$ cat src/rtl/if_fetch_unit.sv
// Instruction-fetch stage: owns the PC, runs one request at a time against a
// variable-latency instruction memory, and presents the fetched word to IF/ID.
module if_fetch_unit #(
  parameter logic [31:0] RESET_PC  = 32'h0000_0000,
  parameter logic [31:0] NOP_INSTR = 32'h0000_0000
) (
  input  logic        clk,
  input  logic        rst,
  input  logic        stall_in,
  input  logic        redirect,
  input  logic [31:0] redirect_pc,
  output logic        imem_req,
  output logic [31:0] imem_addr,
  input  logic        imem_ready,
  input  logic        imem_rvalid,
  input  logic [31:0] imem_rdata,
  output logic [31:0] pc_IF,
  output logic [31:0] pc4_IF,
  output logic [31:0] Instr_IF,
  output logic        fetch_stall
);

  typedef enum logic [1:0] {
    S_REQ  = 2'd0,
    S_WAIT = 2'd1,
    S_HAVE = 2'd2
  } state_t;

  state_t      state_q;
  logic [31:0] pc_q;
  logic [31:0] buf_q;
  logic        buf_valid_q;
  logic        drop_q;

  logic [31:0] pc_inc_d;
  logic [31:0] redirect_tgt_d;
  logic        handshake_d;

  assign pc_inc_d       = pc_q + 32'd4;
  assign redirect_tgt_d = redirect_pc & 32'hFFFF_FFFC;

  // The request is gated by redirect so a stale address is never handed to memory.
  assign imem_req    = (state_q == S_REQ) && !redirect && !rst;
  assign handshake_d = imem_req && imem_ready;

  assign imem_addr   = pc_q;
  assign pc_IF       = pc_q;
  assign pc4_IF      = pc_inc_d;
  assign Instr_IF    = buf_valid_q ? buf_q : NOP_INSTR;
  assign fetch_stall = !buf_valid_q;

  always_ff @(posedge clk) begin
    if (rst) begin
      pc_q        <= RESET_PC;
      state_q     <= S_REQ;
      buf_q       <= NOP_INSTR;
      buf_valid_q <= 1'b0;
      drop_q      <= 1'b0;
    end else if (redirect) begin
      pc_q <= redirect_tgt_d;
      case (state_q)
        S_WAIT: begin
          // A response landing this cycle is for the old path; otherwise
          // remember to throw the next one away.
          if (imem_rvalid) begin
            drop_q  <= 1'b0;
            state_q <= S_REQ;
          end else begin
            drop_q <= 1'b1;
          end
        end
        S_HAVE: begin
          buf_valid_q <= 1'b0;
          state_q     <= S_REQ;
        end
        default: state_q <= S_REQ;
      endcase
    end else begin
      case (state_q)
        S_REQ: begin
          if (handshake_d) state_q <= S_WAIT;
        end
        S_WAIT: begin
          if (imem_rvalid) begin
            if (drop_q) begin
              drop_q  <= 1'b0;
              state_q <= S_REQ;
            end else begin
              buf_q       <= imem_rdata;
              buf_valid_q <= 1'b1;
              state_q     <= S_HAVE;
            end
          end
        end
        S_HAVE: begin
          if (!stall_in) begin
            pc_q        <= pc_inc_d;
            buf_valid_q <= 1'b0;
            state_q     <= S_REQ;
          end
        end
        default: state_q <= S_REQ;
      endcase
    end
  end

endmodule

$ cat config.mk
export PLATFORM = sky130hd
export DESIGN_NAME = if_fetch_unit
export DESIGN_NICKNAME = d
export VERILOG_FILES = /design/src/rtl/if_fetch_unit.sv
export SDC_FILE = /design/constraint.sdc
export NUM_CORES = 1
export LEC_CHECK = 0
export ABC_AREA = 1
export CAP_MARGIN = 20
export CORE_AREA = 4 4 124 126
export DETAILED_ROUTE_END_ITERATION = 8
export DIE_AREA = 0 0 128 130
export GPL_ROUTABILITY_DRIVEN = 0
export PLACE_DENSITY_LB_ADDON = 0.08
export REMOVE_ABC_BUFFERS = 1
export SLEW_MARGIN = 15
export SYNTH_ARGS = -nofsm -noshare
export SYNTH_HDL_FRONTEND = slang
export SYNTH_SLANG_ARGS = --single-unit
$ cat constraint.sdc
create_clock -name clk -period 4.5 [get_ports clk]
set_input_delay 0.675 -clock clk [delete_from_list [all_inputs] [get_ports clk]]
set_output_delay 0.675 -clock clk [all_outputs]
set_load 0.01 [all_outputs]
==> results of run 1 <==
[state kept, by name, summed over array words and instances (netlist names)]
| signal | flops |
|---|---|
| drop_q | 1 |
| buf_valid_q | 1 |
| imem_addr | 30 |
| state_q | 2 |
| buf_q | 32 |
[per-stage QoR]
step / power, mW / cell area, um2 / utilization, % / cells / hold WS (ns)
CTS: 1.84 / 6160 / 43.1 / 953 / 0.483
detailed placement: 1.17 / 5900 / 41.2 / 941 / 0.471
global placement: 1.15 / 5870 / 41.0 / 940 / 0.465
global route: 1.91 / 6160 / 43.1 / 953 / 0.500
floorplan: 0.874 / 3700 / - / 561 / 0.455
finish: 1.81 / 6160 / 43.1 / 953 / 0.478
[worst register-to-register path: stages (launching register included)]
cell	delay, ns
dfxtp_1	0.31
inv_1	0.10
ha_1	0.22
inv_1	0.08
nor2_1	0.19
nand3_1	0.10
buf_4	0.24
inv_1	0.80
nor2_1	0.10
nor2_1	0.13
[logic make-up (layout without fill, tap and decap cells)]
| family | Yosys count | count (layout) |
|---|---|---|
| flip-flops | 66 | 66 |
| other | 1 | 6 |
| buffers and inverters | 124 | 267 |
| AND/OR/NAND/NOR | 281 | 281 |
| adder cells (fa/ha/maj) | 4 | 4 |
| XOR/XNOR | 15 | 15 |
| AO/OA/AOI/OAI | 130 | 130 |
[worst paths after layout]
kind	end	slack (ns)	cells after the start
setup / recovery	imem_req	1.20	6
hold reg to reg	buf_q[13]	0.48	2
hold / removal	buf_q[13]	0.48	2
setup reg to reg	buf_q[10]	2.15	9
[layout make-up]
cell class,instances,area (um2)
inverters,59,221
well taps,184,230
fillers,1503,8150
repair buffers,196,1970
clock buffers,11,233
clock inverters,1,30.0
flip-flops and latches,66,1320
multi-input cells,436,2160
[power by group through the flow]
stage	logic [mW]	registers [mW]	clock network (mW)
finish	0.460	0.691	0.656
global route	0.505	0.701	0.706
CTS	0.466	0.692	0.682
detailed placement	0.461	0.704	0
global placement	0.443	0.710	0
floorplan	0.159	0.715	0
[cell usage in the layout, fill, tap and decap left out, types with 2 or more instances in the layout]
master and count:
clkdlybuf4s50_1 191, nand2_1 143, nor2_1 93, dfxtp_1 66, o21ai_0 63, a21oi_1 60
inv_1 56, nand3_1 10, clkbuf_16 9, nand2_2 7, nor2_4 7, nand3b_1 7
xor2_2 7, conb_1 6, nor2_2 5, and2_1 4, xor2_1 4, xnor2_1 4
ha_1 4, buf_4 4, inv_2 3, nand2_4 2, nor2_8 2, a31oi_1 2
clkbuf_1 2
[layer usage]
metal	track usage (%)	vias up
met4	5.43	0
met1	21.5	1947
met2	26.2	155
li1	-	2194
met5	0	-
met3	3.60	15
==> impl_summary.txt, run 1 <==
----------------------------------------------------
[Final layout]
  Final-stage net count ... 842
  Number of antenna cells inserted ... 0
  Area growth syn-to-layout ... 51.5%
  Share of final-layout standard cells stronger than drive strength 1 ... around 6.4%

[Synth]
  Flip-flop cell with the highest count after synthesis ... dfxtp_1
  Area fraction of the dominant cell type after synthesis ... between 30 and 40%
  Main combinational cell family by area after synthesis ... simple AND/OR/NAND/NOR gates
  Mux share of post-synthesis cell area ... 0%
  Number of register bits inferred by synthesis ... between 60 and 70
  Post-synthesis simple-gate area fraction ... 30.4%
  Leading cell types by count after synthesis ... nand2_1 (143), nor2_1 (93), dfxtp_1 (66)
  Synthesized-area fraction occupied by ao, oa, aoi and oai cells ... 16.3%
  Total standard cell area after synthesis ... a little over 0.004 mm2
  Cell with the most instances after synthesis ... nand2_1
  Number of enable-type register cells in the synthesized netlist ... 0
  Sequential-to-total area share from yosys stat ... 32.5%
  Largest area contributor in the synthesized netlist ... dfxtp_1
  Leading post-synthesis cells by cell area ... dfxtp_1 (32%), nand2_1 (13%), nor2_1 (8.6%)
  Xor and xnor area share after synthesis ... under 10%
  Synth cell types ... 29
  Synth Warn # ... 0
  Fraction of synthesis flops using an asynchronous set or reset pin ... 0%
  Adder-Cell Fraction of Synth Area ... 1.23%
  Mean post-synth cell area ... 6.55 um2
  Post-Syn Instances ... 621

[GRT]
  Global-route wire length before repair ... between 20000 and 25000 um
  Antenna violations before repair ... 0
  Global-route usage over all layers ... 16.2%
  Vias in the first global route ... about 4400
  GR Overflow Total ... 0
  Largest net degree at the start of global routing ... 67

[STA]
  Count of pins over their slew limit ... 0
  Transition at the pin with the smallest max-transition slack ... roughly 1.1 ns
  Setup-violating endpoint count in the final report ... 0
  Setup ws final ... ~1.2 ns
  Hold violation count in the final report ... 0
  Crit path time final ... 3.30 ns
  Unrepaired setup endpoints after global routing ... false
  Maximum achievable frequency ... ~0.3 GHz
  Max-slew headroom at the worst pin ... 29.9%
  Part of the cycle the worst path needs ... 73.3%
  Final total negative setup slack ... 0 ns
  Post-Route Skew ... 0.00554 ns

[Placement]
  Count of input and output buffers ... 191
  DPL Wire Length ... 9680 um
  Worst setup slack after placement ... approximately 1.2 ns

[Floorplan]
  Core box area ... about 0.014 mm2
  Die Area ... ~0.017 mm2
  Placement Rows ... 44
  Top-level port count ... 200
  Vertical die dimension ... 130 um
  Initial Util ... between 20% and 30%
  Die outline width ... 128 um

[Setup path]
  Start point of the critical path ... redirect
  Type of the setup path with the least slack ... input port to output port
  Critical Path Most Common Cell ... clkdlybuf4s50_1
  Max incr delay on CP ... 0.54 ns
  CP cell instances ... clkdlybuf4s50_1 > buf_4 > inv_2 > nand2_1 > nor2_1 > clkdlybuf4s50_1
  Reg-to-reg startpoint ... state_q[1]
  Critical path's slowest cell ... clkdlybuf4s50_1
  Number of buffers and inverters on the critical path ... 4
  CP Launch Type ... input port
  Endpoint required time on the critical path ... 3.83 ns
  Crit path arrival time ... 2.62 ns
  Maximum net fanout on the critical path ... 35
  Element type at the critical path end ... output port
  Top cell family by delay on the critical path ... buffers and inverters

[Clock tree]
  Post-CTS Resized ... 0
  Clk Latency, worst-skew pair ... 0.33 ns
  Hold buffers post-CTS ... 0
  Clock net sink count ... 66
  Post-CTS setup repair buffer count ... 0
  CTS tree ... done
  Clock tree buffer depth ... 2
  Clock Pin Slew Worst Setup and Hold Paths ... 0.05 ns
  Clock tree root driver cell ... clkbuf_16
  H-tree depth reported by CTS ... 3
  Clock buffer count from CTS ... 9

[Detailed routing]
  Antenna violation net count after detailed routing ... 0
  Vias per inst ... around 4.5
  Routed length on met3 ... 790 um
  Vias ... 4311
  Sum of routed wire length over all layers ... 13500 um
  Length of routed met2 wiring ... 6070 um
  Average detailed-routed wire length per instance ... 14.2 um
  Length of routed wiring on met1 ... 6450 um
  DRT iter0 DRCs ... between 200 and 250
  Initial DRT Pass Iterations ... 4
  DRC ... 0
  Highest Signal Layer ... met4

[Power and ir drop]
  Maximum resistive drop on vdd ... ~0.15 mV
  Leak pwr ... between 2 and 3 nW
  Switching power share of the total ... 28.4%
  Total power divided by cell area ... 293 mW/mm2
  Sequential Power Share ... 38.2%
  Power dissipated by switching net loads ... 0.514 mW
  Combinational Power Share ... 25.4%
  Internal power summed over all cells ... 1.29 mW
  Power share of the clock group ... 36.3%

[Status]
  Run status ... complete, no violations

[Job]
  Number of maximum-capacitance violations ... 0

[Min path]
  Startpoint of the most critical hold path ... buf_q[13]
  Worst Hold Class ... flop to flop

----------------------------------------------------
No activity file was read; power rests on OpenSTA's default activity.
==> run 2, diff against run 1 <==
Clock period 4.5 ns to 3.3 ns, I/O delays scaled along.
==> run 2 against run 1 <==
  * Via count is 0.70% higher
  * Die area stayed put
  * Worst setup slack worse by 0.76 ns
  * Utilization is 0.40 points higher
  * Clock power is 55% higher
  * Count of clock-buffer cells in the layout is 4 higher
  * Largest power group is now the clock network
==> impl_summary.txt, run 2 (synthesized netlist as in run 1, its figures left out) <==
----------------------------------------------------
[Final layout]
  Largest register by flop count ... buf_q (unchanged)
  Share of final-layout standard cells stronger than drive strength 1 ... 7.22% (was 6.37%)
  Number of antenna cells inserted ... 0 (unchanged)
  Most common cell after layout, fill and taps aside ... clkdlybuf4s50_1 (unchanged)
  Final core utilization ... 43.5% (was 43.1%)
  Number of flip-flops under the largest register name ... 32 (unchanged)
  Final-stage net count ... 845 (was 842)
  Total of fill cells in the finished design ... 1490 (was 1503)
  Number of standard cells in the final layout excluding fillers ... 960 (was 953)
  Commonest cells after routing, fill and taps aside ... clkdlybuf4s50_1 (191), nand2_1 (143), nor2_1 (93), dfxtp_1 (66), o21ai_0 (63) (unchanged)
  Area growth syn-to-layout ... 52.9% (was 51.5%)

[GRT]
  Largest net degree at the start of global routing ... 36 (was 67)
  GR Overflow Total ... 0 (unchanged)
  Antenna violations before repair ... 0 (unchanged)
  Global-route wire length before repair ... 22000 um (was 21800 um)
  Global-route usage over all layers ... 16.5% (was 16.2%)
  Vias in the first global route ... 4310 (was 4363)

[Placement]
  Post-Place Cells ... 944 (was 941)
  Worst setup slack after placement ... 0.754 ns (was 1.17 ns)
  DPL Wire Length ... 9740 um (was 9680 um)
  Count of input and output buffers ... 191 (unchanged)

[Setup path]
  Element type at the critical path end ... output port (unchanged)
  Maximum net fanout on the critical path ... 5 (was 35)
  Setup slack of the worst register-to-register path ... 1.41 ns (was 2.15 ns)
  Max incr delay on CP ... 0.58 ns (was 0.54 ns)
  CP Launch Type ... flop (was input port)
  CP cell instances ... ha_1 > nand2_1 > nor2_2 > nand2_4 > nor2_4 > nand2_1 > nand2_1 > and2_1 > clkdlybuf4s50_1 (was clkdlybuf4s50_1 > buf_4 > inv_2 > nand2_1 > nor2_1 > clkdlybuf4s50_1)
  Type of the setup path with the least slack ... flop to output port (was input port to output port)
  Critical Path Most Common Cell ... nand2_1 (was clkdlybuf4s50_1)
  Critical path's slowest cell ... clkdlybuf4s50_1 (unchanged)
  Top cell family by delay on the critical path ... simple AND/OR/NAND/NOR gates (was buffers and inverters)
  Number of buffers and inverters on the critical path ... 1 (was 4)
  Crit path arrival time ... 2.37 ns (was 2.62 ns)
  Endpoint required time on the critical path ... 2.80 ns (was 3.83 ns)

[Detailed routing]
  DRT iter0 DRCs ... 232 (was 203)
  Vias per inst ... 4.52 (about the same)
  Vias ... 4341 (was 4311)
  Antenna violation net count after detailed routing ... 0 (unchanged)
  DRC ... 0 (unchanged)
  Sum of routed wire length over all layers ... 13700 um (was 13500 um)
  Initial DRT Pass Iterations ... 4 (unchanged)
  Average detailed-routed wire length per instance ... 14.3 um (was 14.2 um)

[Clock tree]
  Hold buffers post-CTS ... 0 (unchanged)
  Clock buffer count from CTS ... 9 (unchanged)
  Post-CTS setup repair buffer count ... 0 (unchanged)
  Clock Pin Slew Worst Setup and Hold Paths ... 0.05 ns (about the same)
  Clk Latency, worst-skew pair ... 0.33 ns (about the same)
  CTS tree ... done (unchanged)
  Clock tree buffer depth ... 2 (unchanged)
  Clock net sink count ... 66 (unchanged)
  Clock tree root driver cell ... clkbuf_16 (unchanged)
  Post-CTS Resized ... 0 (unchanged)
  H-tree depth reported by CTS ... 3 (unchanged)

[STA]
  Final total negative setup slack ... 0 ns (unchanged)
  Setup-violating endpoint count in the final report ... 0 (unchanged)
  Maximum achievable frequency ... 0.350 GHz
  Crit path time final ... 2.86 ns
  Setup ws final ... 0.439 ns (was 1.20 ns)
  Unrepaired setup endpoints after global routing ... false (unchanged)
  Post-Route Skew ... 0.00407 ns (was 0.00554 ns)
  Transition at the pin with the smallest max-transition slack ... 0.584 ns (was 1.05 ns)
  Count of pins over their slew limit ... 0 (unchanged)
  Max-slew headroom at the worst pin ... 61.0% (was 29.9%)
  Worst hold slack after final layout ... 0.479 ns (was 0.478 ns)
  Hold violation count in the final report ... 0 (unchanged)
  Part of the cycle the worst path needs ... 86.7%

[Floorplan]
  Die outline width ... 128 um (unchanged)
  Initial Util ... 28.4% (unchanged)
  Core box area ... 0.0143 mm2 (unchanged)
  Top-level port count ... 200 (unchanged)
  Vertical die dimension ... 130 um (unchanged)
  Placement Rows ... 44 (unchanged)
  Die Area ... 0.0166 mm2 (unchanged)

[Status]
  Run status ... complete, no violations (unchanged)

[Power and ir drop]
  Sequential Power Share ... 36.1% (was 38.2%)
  Internal power summed over all cells ... 1.86 mW (was 1.29 mW)
  Combinational Power Share ... 24.3% (was 25.4%)
  Maximum resistive drop on vdd ... 0.205 mV (was 0.148 mV)
  Power share of the clock group ... 39.6% (was 36.3%)
  Switching power share of the total ... 28.1% (was 28.4%)
  Leak pwr ... 2.61 nW (was 2.57 nW)
  Total power divided by cell area ... 415 mW/mm2 (was 293 mW/mm2)
  Power dissipated by switching net loads ... 0.727 mW (was 0.514 mW)

[Min path]
  Worst Hold Class ... flop to flop (unchanged)

[Job]
  Number of maximum-capacitance violations ... 0 (unchanged)

----------------------------------------------------
## run 2: power groups by stage
| stage | sequential, mW | clock [mW] | combinational (mW) |
|---|---|---|---|
| floorplan | 0.975 | 0 | 0.217 |
| global placement | 0.949 | 0 | 0.630 |
| detailed placement | 0.951 | 0 | 0.632 |
| CTS | 0.934 | 1.06 | 0.637 |
| global route | 0.946 | 1.09 | 0.691 |
| finish | 0.933 | 1.02 | 0.629 |
## run 2: layout make-up
class	instances	area [um2]	share of cell area, %
multi-input combinational	436	2160	34.7
tap	184	230	3.70
clock buffer	15	288	4.63
clock inverter	1	30.0	0.483
inverter	59	221	3.56
timing repair buffer	199	1970	31.7
sequential	66	1320	21.2
## run 2: metal layers
metal,global-route usage [%],share of wire (%),vias to the layer above,routed length (um)
met5,0,0,-,0
met4,5.68,1.1,0,146
met3,3.68,6.5,8,897
met2,26.8,45,147,6190
met1,21.7,47,1982,6480
li1,-,-,2204,-
## run 2: path summary, 6_finish.rpt
| kind | from | endpoint | cells past startpoint |
|---|---|---|---|
| hold reg to reg | buf_q[20] | buf_q[20] | 2 |
| setup reg to reg | state_q[1] | buf_q[24] | 10 |
| hold / removal | buf_q[20] | buf_q[20] | 2 |
| setup / recovery | imem_addr[3] | pc4_IF[22] | 9 |
## run 2: stage by stage
stage               cell area, um2  power (mW)
global route                  6220        2.72
finish                        6220        2.58
detailed placement            5900        1.58
CTS                           6220        2.63
global placement              5900        1.58
floorplan                     3700        1.19
## run 2: worst reg2reg max path, stage by stage, from the launching register on
cell and delay, ns:
dfxtp_1 0.32, inv_1 0.10, ha_1 0.20, inv_1 0.07
nor2_1 0.16, nand3_1 0.09, buf_4 0.24, inv_1 0.10
buf_4 0.33, nor2_1 0.09, nor2_1 0.13
==> run 3, diff against run 2 <==
Settings changed: SKIP_LAST_GASP from default to 1.
==> results of run 3 <==
The final DEF is identical to that of run 2; final timing and power are the same.
